[config.mk]
export PLATFORM = sky130hd
export DESIGN_NAME = hazard_ctrl
export DESIGN_NICKNAME = d
export VERILOG_FILES = /design/src/rtl/hazard_ctrl_pkg.sv /design/src/rtl/hazard_ctrl_fwd_unit.sv /design/src/rtl/hazard_ctrl.sv
export SDC_FILE = /design/constraint.sdc
export NUM_CORES = 1
export LEC_CHECK = 0
export CORE_MARGIN = 2
export CORE_UTILIZATION = 35
export CTS_BUF_LIST = sky130_fd_sc_hd__clkbuf_16
export DETAILED_ROUTE_END_ITERATION = 12
export HOLD_SLACK_MARGIN = 0.05
export PLACE_DENSITY = 0.77
export SLEW_MARGIN = 20
export SYNTH_ARGS = -nofsm -noshare
export SYNTH_HDL_FRONTEND = slang
export SYNTH_SLANG_ARGS = --single-unit
[constraint.sdc]
create_clock -name CLOCK -period 2.7 [get_ports CLOCK]
set_input_delay 0.54 -clock CLOCK [delete_from_list [all_inputs] [get_ports CLOCK]]
set_output_delay 0.54 -clock CLOCK [all_outputs]
set_load 0.05 [all_outputs]
[src/rtl/hazard_ctrl_pkg.sv]
// Shared pipeline package for the hazard controller.
// Holds the hazard FSM state type, the EX operand forward-select codes,
// the consecutive-stall limit and a register-match helper.
package hazard_ctrl_pkg;

   typedef enum logic [1:0] {
      RUN,
      STALL,
      FLUSH,
      ERR
   } haz_state_t;

   localparam logic [1:0] FWD_RF  = 2'b00;
   localparam logic [1:0] FWD_WB  = 2'b01;
   localparam logic [1:0] FWD_MEM = 2'b10;

   // Stall cycles tolerated back to back; one more is an error.
   localparam int unsigned STALL_LIMIT = 2;

   // $0 is hardwired to zero, so it never creates a dependency.
   function automatic logic reg_hit(input logic [4:0] a, input logic [4:0] b);
      return (a != '0) && (a == b);
   endfunction

endpackage

[src/rtl/hazard_ctrl_fwd_unit.sv]
// fwd_unit: forwarding compare for one pair of source operands.
// Ports:
//   rs, rt       source registers of the consuming instruction
//   wr_m, we_m   MEM-stage destination register / write enable
//   wr_w, we_w   WB-stage destination register / write enable
//   fwd_a, fwd_b operand select (FWD_RF, FWD_WB, FWD_MEM); MEM has priority
module fwd_unit
   import hazard_ctrl_pkg::*;
(
   input  logic [4:0] rs,
   input  logic [4:0] rt,
   input  logic [4:0] wr_m,
   input  logic       we_m,
   input  logic [4:0] wr_w,
   input  logic       we_w,
   output logic [1:0] fwd_a,
   output logic [1:0] fwd_b
);

   function automatic logic [1:0] sel(input logic [4:0] src,
                                      input logic [4:0] rm, input logic em,
                                      input logic [4:0] rw, input logic ew);
      if (em && reg_hit(rm, src))
         return FWD_MEM;
      else if (ew && reg_hit(rw, src))
         return FWD_WB;
      else
         return FWD_RF;
   endfunction

   always_comb begin
      fwd_a = sel(rs, wr_m, we_m, wr_w, we_w);
      fwd_b = sel(rt, wr_m, we_m, wr_w, we_w);
   end

endmodule

[src/rtl/hazard_ctrl.sv]
// hazard_ctrl: pipeline hazard unit (load-use / branch stalls, IF flush,
// EX and ID forwarding) with a stall-watchdog FSM.
// Ports:
//   CLOCK, RESET                 clock, async active-low reset
//   RsD/RtD, RsE/RtE             ID / EX source registers
//   WriteReg{E,M,W}, RegWrite{E,M,W}, MemtoReg{E,M}  per-stage destination info
//   BranchD, PCSrcD              branch in ID / branch taken
//   StallF, StallD, FlushE       asserted on lwstall or brstall
//   FlushD                       taken branch with no stall
//   ForwardAE/BE, ForwardAD/BD   forwarding selects
//   HazErr                       sticky: third consecutive stall cycle seen
// Optional: HAZARD_STATS_EN adds StallCnt/FlushCnt saturating counters.
module hazard_ctrl
   import hazard_ctrl_pkg::*;
(
   input  logic       CLOCK,
   input  logic       RESET,
   input  logic [4:0] RsD,
   input  logic [4:0] RtD,
   input  logic [4:0] RsE,
   input  logic [4:0] RtE,
   input  logic [4:0] WriteRegE,
   input  logic [4:0] WriteRegM,
   input  logic [4:0] WriteRegW,
   input  logic       RegWriteE,
   input  logic       RegWriteM,
   input  logic       RegWriteW,
   input  logic       MemtoRegE,
   input  logic       MemtoRegM,
   input  logic       BranchD,
   input  logic       PCSrcD,
   output logic       StallF,
   output logic       StallD,
   output logic       FlushD,
   output logic       FlushE,
   output logic [1:0] ForwardAE,
   output logic [1:0] ForwardBE,
   output logic       ForwardAD,
   output logic       ForwardBD,
`ifdef HAZARD_STATS_EN
   output logic [15:0] StallCnt,
   output logic [15:0] FlushCnt,
`endif
   output logic       HazErr
);

   logic [1:0] fwd_e_a, fwd_e_b, fwd_d_a, fwd_d_b;
   logic       lwstall, brstall, stall, flush_d;
   haz_state_t state;
   logic [1:0] stall_cnt;

   fwd_unit u_fwd_e (
      .rs    (RsE),
      .rt    (RtE),
      .wr_m  (WriteRegM),
      .we_m  (RegWriteM),
      .wr_w  (WriteRegW),
      .we_w  (RegWriteW),
      .fwd_a (fwd_e_a),
      .fwd_b (fwd_e_b)
   );

   // The ID comparator only has a MEM bypass; WB is handled by the
   // register file writing in the first half of the cycle.
   fwd_unit u_fwd_d (
      .rs    (RsD),
      .rt    (RtD),
      .wr_m  (WriteRegM),
      .we_m  (RegWriteM),
      .wr_w  ('0),
      .we_w  (1'b0),
      .fwd_a (fwd_d_a),
      .fwd_b (fwd_d_b)
   );

   always_comb begin
      lwstall = MemtoRegE && (reg_hit(RtE, RsD) || reg_hit(RtE, RtD));
      brstall = BranchD &&
                ((RegWriteE && (reg_hit(WriteRegE, RsD) || reg_hit(WriteRegE, RtD))) ||
                 (MemtoRegM && (reg_hit(WriteRegM, RsD) || reg_hit(WriteRegM, RtD))));
      stall   = lwstall || brstall;
      flush_d = PCSrcD && !stall;
   end

   // Outputs are gated by RESET so they drop to zero asynchronously.
   always_comb begin
      StallF    = RESET && stall;
      StallD    = RESET && stall;
      FlushE    = RESET && stall;
      FlushD    = RESET && flush_d;
      ForwardAE = RESET ? fwd_e_a : FWD_RF;
      ForwardBE = RESET ? fwd_e_b : FWD_RF;
      ForwardAD = RESET && (fwd_d_a == FWD_MEM);
      ForwardBD = RESET && (fwd_d_b == FWD_MEM);
   end

   // stall_cnt holds the number of consecutive stall cycles already taken.
   always_ff @(posedge CLOCK or negedge RESET) begin
      if (!RESET) begin
         state     <= RUN;
         stall_cnt <= '0;
         HazErr    <= 1'b0;
      end else begin
         case (state)
            RUN, FLUSH: begin
               if (stall) begin
                  state     <= STALL;
                  stall_cnt <= 2'd1;
               end else if (flush_d) begin
                  state     <= FLUSH;
               end else begin
                  state     <= RUN;
               end
            end
            STALL: begin
               if (stall) begin
                  if (stall_cnt >= 2'(STALL_LIMIT)) begin
                     state  <= ERR;
                     HazErr <= 1'b1;
                  end else begin
                     stall_cnt <= stall_cnt + 2'd1;
                  end
               end else begin
                  stall_cnt <= '0;
                  state     <= flush_d ? FLUSH : RUN;
               end
            end
            ERR: begin
               state  <= ERR;
               HazErr <= 1'b1;
            end
            default: state <= RUN;
         endcase
      end
   end

`ifdef HAZARD_STATS_EN
   always_ff @(posedge CLOCK or negedge RESET) begin
      if (!RESET) begin
         StallCnt <= '0;
         FlushCnt <= '0;
      end else begin
         if (stall && StallCnt != '1)
            StallCnt <= StallCnt + 16'd1;
         if (flush_d && FlushCnt != '1)
            FlushCnt <= FlushCnt + 16'd1;
      end
   end
`endif

endmodule

---- Word level (Yosys, flattened, before mapping) ----
Cells that the tools add are included.
storage, ports and cells
  register bits ........................... 5
  memories kept ........................... 0
  bits in writable memories ............... 0
  output and inout bits ................... 11
  bits of input ports ..................... 44
  latch bits .............................. 0
  word-level logic and storage cells ...... 86
  bits in read-only memories .............. 0
cells by class
  $lt $le $gt $ge ......................... 1
  multipliers ............................. 0
  equality and inequality tests ........... 20
  multiplexer cells ....................... 20
  divide/modulo/power cells ............... 0
  add/sub/neg operators ................... 1
  reduce and logical (&&, ||, !) cells .... 41
  shift operators ......................... 0
  bitwise operators ....................... 0
operators with widths
  cell                   count
  $eq A5 B5 Y1           10
  $mux W2                13
  $logic_and A1 B1 Y1    25
  $reduce_bool A5 Y1     4
  $eq A2 B2 Y1 const B   4
  $ne A2 B2 Y1 const B   3
  $ne A3 B3 Y1 const B   2
  $pmux W2 S3            1
  $reduce_and A3 Y1      2
  $logic_or A1 B1 Y1     5
  $mux W1                4
  $pmux W2 S2            1
  $reduce_bool A2 Y1     2
  $add A2 B1 Y2 const B  1
  $eq A2 B1 Y1 const B   1
  $ge A2 B2 Y1 const B   1
  $logic_not A2 Y1       1
  $pmux W1 S2            1
  $reduce_or A2 Y1       1
  $logic_not A1 Y1       1

---- Depth between registers and ports, before layout ----
Gate-level depths: netlist of the first run.
  depth in word-level cells ............... 12
  mapped depth ............................ 9

---- Hierarchy ----
From an unflattened synthesis of the first run, not the netlist that was laid out.
unflattened totals
  cell total of the unflattened synthesis .. 163
  area total of the unflattened synthesis .. 1267.5 µm²
by module, submodules not included
  module       cells each  seq. area each (µm²)  area an instance (µm²)  instances
  hazard_ctrl  95          125.1                 752.0                   1
  fwd_unit     34          0.0                   257.7                   2

---- Worst setup path before layout of the first run ----
OpenSTA, ideal clock, no wires.
  kind .................................... input -> output
  from .................................... input port WriteRegM[2]
  to ...................................... output port ForwardAE[0]
  path buffers ............................ 1
  cell stages on the path ................. 5
  slack ................................... -0.896 ns
  arrival time ............................ 3.056 ns
  path through ............................ buf_2 -> or4_4 -> o21ai_0 -> nor4_1 -> nor4_1
between the ends
  longest elaborated chain between the ends .. 5
  elaborated cells on any way between the ends .. 6
  classes of those cells .................. eq/ne: 1; mux: 2; reduce/logical: 3
RTL lines
  item                                                RTL line                    RTL
  from (decl)                                         hazard_ctrl.sv:23           input logic [4:0] WriteRegM,
  $eq A5 B5 Y1 or $reduce_bool A5 Y1 (tied branches)  hazard_ctrl_pkg.sv:22       return (a != '0) && (a == b);
  $logic_and A1 B1 Y1 (*)                             hazard_ctrl_pkg.sv:22
  $logic_and A1 B1 Y1 (*)                             hazard_ctrl_fwd_unit.sv:23  if (em && reg_hit(rm, src))
  $mux W2 (*)                                         hazard_ctrl_fwd_unit.sv:23
  $mux W2 (*)                                         hazard_ctrl.sv:91           ForwardAE = RESET ? fwd_e_a : FWD_RF;
  to (decl)                                           hazard_ctrl.sv:36           output logic [1:0] ForwardAE,
Mark *: on every way between the ends. The rest lies on a longest branch, timed or not.

---- Worst setup path after layout of the first run ----
  from .................................... input port RsD[0]
  to ...................................... output port StallF
between the ends
  longest elaborated chain between the ends .. 8
  elaborated cells on any way between the ends .. 16
  classes of those cells .................. eq/ne: 3; reduce/logical: 13
RTL lines
  item                                    RTL line                              RTL
  from (decl)                             hazard_ctrl.sv:18                     input logic [4:0] RsD,
  $eq A5 B5 Y1                            hazard_ctrl_pkg.sv:22
  $logic_and A1 B1 Y1                     hazard_ctrl_pkg.sv:22
  $logic_or A1 B1 Y1 (on tied branches)   hazard_ctrl.sv:79, hazard_ctrl.sv:80
  $logic_and A1 B1 Y1 (on tied branches)  hazard_ctrl.sv:79, hazard_ctrl.sv:80
  $logic_or A1 B1 Y1                      hazard_ctrl.sv:79                     ((RegWriteE && (reg_hit(WriteRegE, RsD) || reg_hit(WriteRegE, RtD))) ||
  $logic_and A1 B1 Y1                     hazard_ctrl.sv:78                     brstall = BranchD &&
  $logic_or A1 B1 Y1 (*)                  hazard_ctrl.sv:81                     stall = lwstall || brstall;
  $logic_and A1 B1 Y1 (*)                 hazard_ctrl.sv:87                     StallF = RESET && stall;
  to (decl)                               hazard_ctrl.sv:32                     output logic StallF,
Marked as above.

==> key figures, run 1 <==
Power
  • Flop pwr share: 15.4%
  • Switch share: 31.6%
  • Psw: 0.206 mW
  • Cell-internal power: 0.447 mW
  • Combinational share of power: 48.2%
  • Power Density: 321 nW/um^2
  • Clock group share of total power: 36.4%
  • Leakage power: 0.864 nW
  • Maximum vdd drop: 0.717 mV
  • PnR Total Power: 0.654 mW

Timing
  • Min Tclk post-route: 2.66 ns
  • Fin worst setup slack: 0.0365 ns
  • Clk_skew: 0.00105 ns
  • Final Setup Violations: 0
  • Final Hold Fails: 0
  • Max-slew violations: 0
  • Fin Setup TNS: 0 ns
  • Slew HR: 67.4%
  • Fmax: 375 MHz
  • Unrepaired setup endpoints after global routing: yes
  • Worst Tran Pin Value: 0.487 ns
  • WHS: 0.417 ns
  • Final worst path period share: 98.6%

Worst setup path
  • Critical Path Stages: 9
  • Cell family with the largest share of critical-path delay: buffers and inverters
  • Worst Setup End Kind: output port
  • Reg-to-Reg End: stall_cnt[0]$_DFFE_PN0P_
  • CP Class: primary input to output port
  • Reg-to-Reg Start: stall_cnt[0]$_DFFE_PN0P_
  • CP startpoint: RsD[0]
  • Critical Path RT: 2.16 ns
  • Worst stage delay on the critical path: 0.28 ns
  • Critical path endpoint: StallF
  • R2R depth: 5
  • Reg2reg setup slack: 1.41 ns
  • Critical Path Fanout Max: 3
  • Worst path bufs/invs: 3
  • CP arrival: 2.12 ns
  • CP startpoint kind: primary input
  • Worst path cell trace: clkdlybuf4s15_1, buf_4, xnor2_1, nand2_1, o22ai_2, o2111ai_2, and3_4, and2b_4, buf_8
  • Slowest-stage cell, CP: and2b_4

Clock tree
  • CTS Hold Bufs: 0
  • Clk sinks: 5
  • Clk Latency, worst-skew pair: 0.22 ns
  • Htree depth: 1
  • Cts bufs inserted: 3
  • CTS tree: yes
  • CTS clk-pin slew, worst paths: 0.03 ns
  • CTS Buffer Depth: 2
  • CTS root buf: clkbuf_16

Cells and area
  • Design area: 2040 sq um
  • # fillers: 209
  • Layout cell share with drive strength beyond 1: 44.3%
  • Synth-to-Final Area Change: 105%
  • Diode count: 0
  • Utilization after layout: 74.5%
  • Most frequent cells in the layout: buf_4, xnor2_1, xor2_1, dlygate4sd2_1, clkdlybuf4s50_1
  • Layout Nets: 249
  • Finished Layout Cells: 234
  • Commonest non-fill, non-tap cell in the layout: buf_4

Global route
  • Grt met3 use: 4.31%
  • Overall global routing resource usage: 22.1%
  • Gr ovfl total: 0
  • First-pass GRT wire length: 5690 um
  • Initial antenna violation count: 0
  • Vias in the first global route: 1,315
  • Met1 usage: 24.1%
  • Largest net degree at the start of global routing: 12
  • GRT Max-Usage Layer: met2
  • Met2 Usage GRT: 42.7%

Floorplan
  • Cell Rows: 19
  • Die Y-Extent: 57.3 um
  • Chip width: 57.3 um
  • Initial Util: 36.4%
  • IO Pins: 55
  • DIE AREA: 3280 sq um
  • Core Box Area: 2730 sq um

Yosys
  • Mapped cell area: 995 sq um
  • Post-synth top area share: 24.7%
  • Top cells by area, synth: xnor2_1, xor2_1, dfrtp_1
  • Register bit total from synthesis: 5
  • Register area share after synthesis: 12.6%
  • Post-synth top area cell: xnor2_1
  • Syn Nets: 167
  • Yosys warnings: 0
  • Synth unique cells: 34
  • Average footprint of a synthesized cell: 8.15 sq um
  • Synth Instances: 122

Detailed routing
  • Via Count: 1,189
  • DR vias/cell: 5.08
  • DRT Wirelength: 3470 um
  • Initial DRC count: 15
  • DRC viols: 0
  • WL per Instance: 14.8 um
  • TritonRoute pass-1 iters: 4
  • Post-route ant nets: 0

Place
  • Inst Count DP: 227
  • Area after DPL: 1850 sq um
  • Placer Congestion: 0.846
  • Hpwl dp: 2850 um
  • DP Worst Slack: -0.320 ns
  • Buffers added on ports: 54

Outcome
  • Status: finished, final reports clean

Run
  • Max_cap viols: 0

Worst hold path
  • HP Class: primary input to async pin
-- registers in the layout, summed over array words and instances (netlist names) --
register   cells
HazErr         1
stall_cnt      2
state          2
-- synth_stat cells (all sizes together) --
library cell  count
nand2             5
o21ai             1
and2b             1
nand3             8
o2111ai           1
nor3              3
clkbuf            5
a21o              1
xor2             22
nand2b            1
o221ai            1
o22ai             2
o21bai            1
dfrtp             5
ha                1
buf               8
a21boi            1
a22o              2
or4               6
nor2              3
o211ai            2
inv               1
o41ai             1
xnor2            28
and2              2
and3              4
nor4              6
-- power groups by stage --
stage | logic (mW) | clock network [mW] | registers, mW
floorplan | 0.148 | 0 | 0.107
global placement | 0.291 | 0 | 0.0990
detailed placement | 0.300 | 0 | 0.101
CTS | 0.304 | 0.241 | 0.100
global route | 0.339 | 0.249 | 0.103
finish | 0.315 | 0.238 | 0.101
-- per-layer routing --
metal,vias up,wire (um)
li1,587,-
met4,0,46
met1,557,1450
met3,8,147
met2,37,1820
met5,-,0
-- worst min path at each step --
stage          cells after the start          startpoint                       end
6_report                           2               RESET      state[1]$_DFFE_PN0P_
5_1_grt                            2               RESET  stall_cnt[1]$_DFFE_PN0P_
4_1_cts                            2               RESET      state[1]$_DFFE_PN0P_
3_5_place_dp                       1  HazErr$_DFFE_PN0P_        HazErr$_DFFE_PN0P_
3_3_place_gp                       1  HazErr$_DFFE_PN0P_        HazErr$_DFFE_PN0P_
2_1_floorplan                      0               RESET        HazErr$_DFFE_PN0P_
-- layout make-up --
type | count | area (sq um) | area share [%]
Clock inverter | 1 | 3.75 | 0.184
Sequential cell | 5 | 125 | 6.14
Inverter | 1 | 3.75 | 0.184
Clock buffer | 3 | 75.1 | 3.69
Tap cell | 31 | 38.8 | 1.90
Multi-Input combinational cell | 103 | 952 | 46.7
Timing Repair Buffer | 90 | 838 | 41.2
-- worst reg2reg max path: stages (launching register included) --
cell and delay (ns):
dfrtp_1 0.36, inv_1 0.07, ha_1 0.23, nor2_1 0.19
o21bai_4 0.08, a22o_1 0.23
-- kinds of logic after synthesis --
kind of cell | share of synthesized area (%)
fa+ha+maj | 1.26
xor+xnor | 44.0
flops | 12.6
simple gates | 23.0
compound gates | 11.2
buf+inv | 7.92
-- what timing repair did --
| item | 4_1_cts | 5_1_grt |
|---|---|---|
| pin swaps | 18 | 10 |
| endpoints found under the setup margin | 8 | 8 |
| buffers inserted | 2 | 1 |
| resized for setup | 74 | 20 |
| cloned | 0 | 0 |
| hold endpoints to repair | 0 | 0 |
Note: power is estimated with default switching activity, not from simulation.
==> run 2: changes to the inputs <==
Settings changed: CORE_UTILIZATION 35 to 39, PLACE_DENSITY 0.77 to 0.81.
Clock period 2.7 ns to 3 ns, I/O delays scaled along.
==> run 2 against run 1 <==
Global-route usage up 5.2 points. Cell area shrank 2.3%. Combinational power is 10% lower. Critical path type unchanged. Wire length is 9.8% higher. Power decreased by 9.2%. Non-clock buffer count down 13. Register-to-register slack gained 0.23 ns. Flip-flop and latch count unchanged. Sequential share of layout area grew 0.14 points. Die area shrank 9.6%. Core utilization grew 6.6 points. Via count rose by 0.42%.
==> key figures, run 2 (synthesized netlist as in run 1, its figures left out) <==
Clock tree
  • CTS Buffer Depth: 2 (unchanged)
  • CTS tree: yes
  • Clk Latency, worst-skew pair: 0.23 ns (about the same)
  • CTS clk-pin slew, worst paths: 0.03 ns (about the same)
  • Cts bufs inserted: 3 (unchanged)
  • Clk sinks: 5 (unchanged)
  • CTS Hold Bufs: 0 (unchanged)
  • Htree depth: 1 (unchanged)
  • CTS root buf: clkbuf_16
  • Setup Buffers After CTS: 0 (-2)

Detailed routing
  • Via Count: 1,194 (+0.42%)
  • WL per Instance: 17.3 um (+17%)
  • Post-route ant nets: 0 (unchanged)
  • DR vias/cell: 5.43 (+6.8%)
  • TritonRoute pass-1 iters: 4 (unchanged)
  • DRC viols: 0 (unchanged)
  • Initial DRC count: 16 (+1)
  • DRT Wirelength: 3810 um (+9.8%)

Timing
  • Fin Setup TNS: 0 ns (unchanged)
  • Min Tclk post-route: 2.95 ns
  • Final Setup Violations: 0 (unchanged)
  • Unrepaired setup endpoints after global routing: no
  • Clk_skew: 0.00300 ns (+0.00195 ns)
  • Slew HR: 65.6% (-1.8 points)
  • Final Hold Fails: 0 (unchanged)
  • Fin worst setup slack: 0.0478 ns (+0.0113 ns)
  • Fmax: 339 MHz
  • Final worst path period share: 98.4%
  • Max-slew violations: 0 (unchanged)
  • Worst Tran Pin Value: 0.514 ns (+0.0270 ns)

Cells and area
  • Top flop regs: stall_cnt: 2 flops, state: 2 flops, HazErr: 1 flops
  • # fillers: 130 (-38%)
  • Most frequent cells in the layout: xnor2_1, xor2_1, buf_4, clkdlybuf4s50_1, dlygate4sd2_1
  • Synth-to-Final Area Change: 100%
  • Layout Nets: 236 (-5.2%)
  • Utilization after layout: 81.1% (+6.6 points)
  • Commonest non-fill, non-tap cell in the layout: xnor2_1
  • Diode count: 0 (unchanged)
  • Layout cell share with drive strength beyond 1: 32.1% (-12 points)

Run
  • Max_cap viols: 0 (unchanged)

Global route
  • Largest net degree at the start of global routing: 12 (unchanged)
  • First-pass GRT wire length: 5710 um (+0.37%)
  • Overall global routing resource usage: 27.3% (+5.2 points)
  • Vias in the first global route: 1,233 (-6.2%)
  • Initial antenna violation count: 0 (unchanged)
  • Gr ovfl total: 0 (unchanged)

Worst setup path
  • R2R depth: 4 (-1)
  • Reg2reg setup slack: 1.64 ns (+0.23 ns)
  • Critical Path Fanout Max: 4 (+1)
  • CP arrival: 2.35 ns (+0.23 ns)
  • Critical Path RT: 2.40 ns (+0.24 ns)
  • Worst Setup End Kind: output port
  • CP Class: primary input to output port
  • CP startpoint kind: primary input

Floorplan
  • DIE AREA: 2970 sq um (-9.6%)
  • Core Box Area: 2450 sq um (-10%)
  • Cell Rows: 18 (-1)
  • Chip width: 54.5 um (-4.9%)
  • Die Y-Extent: 54.5 um (-4.9%)
  • Initial Util: 40.5% (+4.1 points)
  • IO Pins: 55 (unchanged)

Power
  • Maximum vdd drop: 0.394 mV (-45%)
  • Clock group share of total power: 37.1% (+0.7 points)
  • Switch share: 33.1% (+1.6 points)
  • PnR Total Power: 0.594 mW (-9.2%)
  • Power Density: 298 nW/um^2 (-7.1%)
  • Psw: 0.197 mW (-4.7%)
  • Cell-internal power: 0.397 mW (-11%)
  • Combinational share of power: 47.5% (-0.7 points)
  • Leakage power: 0.863 nW (-0.11%)
  • Flop pwr share: 15.4% (about the same)

Place
  • Placer Congestion: 0.922 (+9.1%)
  • Hpwl dp: 2810 um (-1.5%)
  • Buffers added on ports: 54 (unchanged)
  • DP Worst Slack: -0.168 ns (+0.152 ns)

Outcome
  • Status: finished, final reports clean

Worst hold path
  • HP Class: flop to flop
  • Hold Path Stages: 1
[run 2: final timing paths]
path	from	to
setup / recovery	WriteRegM[3]	StallF
hold / removal	HazErr$_DFFE_PN0P_	HazErr$_DFFE_PN0P_
setup reg to reg	stall_cnt[0]$_DFFE_PN0P_	stall_cnt[0]$_DFFE_PN0P_
hold reg to reg	HazErr$_DFFE_PN0P_	HazErr$_DFFE_PN0P_
max in group asynchronous	RESET	state[0]$_DFFE_PN0P_
min in group asynchronous	RESET	stall_cnt[0]$_DFFE_PN0P_
[run 2: layout make-up]
cell class,instances,area (sq um),area share [%]
Inverter,1,3.75,0.189
Tap cell,30,37.5,1.89
Timing Repair Buffer,77,812,40.8
Sequential cell,5,125,6.29
Clock buffer,3,75.1,3.77
Multi-Input combinational cell,103,933,46.9
Clock inverter,1,3.75,0.189
[run 2: metrics by stage]
| stage | cells | hold slack [ns] | instance area (sq um) |
|---|---|---|---|
| 4_1_cts | 220 | 0.478 | 1910 |
| 2_1_floorplan | 122 | 0.304 | 1030 |
| 3_3_place_gp | 216 | 0.438 | 1760 |
| 6_report | 220 | 0.484 | 1990 |
| 5_1_grt | 220 | 0.481 | 1990 |
| 3_5_place_dp | 216 | 0.463 | 1760 |
[run 2: metal layers]
layer,part of all wire [%],vias to the layer above,track usage (%),wire [um]
li1,-,558,-,-
met1,42,586,30.3,1580
met2,53,43,50.8,2020
met3,4.0,7,4.37,151
met4,1.5,0,11.7,56
met5,0,-,0,0
[run 2: power by group through the flow]
stage	clock, mW	sequential, mW	combinational [mW]
finish	0.220	0.0913	0.282
global route	0.226	0.0918	0.298
CTS	0.223	0.0910	0.267
detailed placement	0	0.0906	0.259
global placement	0	0.0893	0.251
floorplan	0	0.0967	0.128
[run 2: repair_timing]
item,CTS,global route
resized for setup,32,23
pin swaps,7,9
setup endpoints to repair,8,6
[run 2: critical path, stage by stage]
cell           delay, ns
dlygate4sd2_1       0.25
or4_4               0.52
nor2_4              0.16
nor4_4              0.05
o211ai_1            0.19
and3_4              0.22
and2b_4             0.21
buf_8               0.15
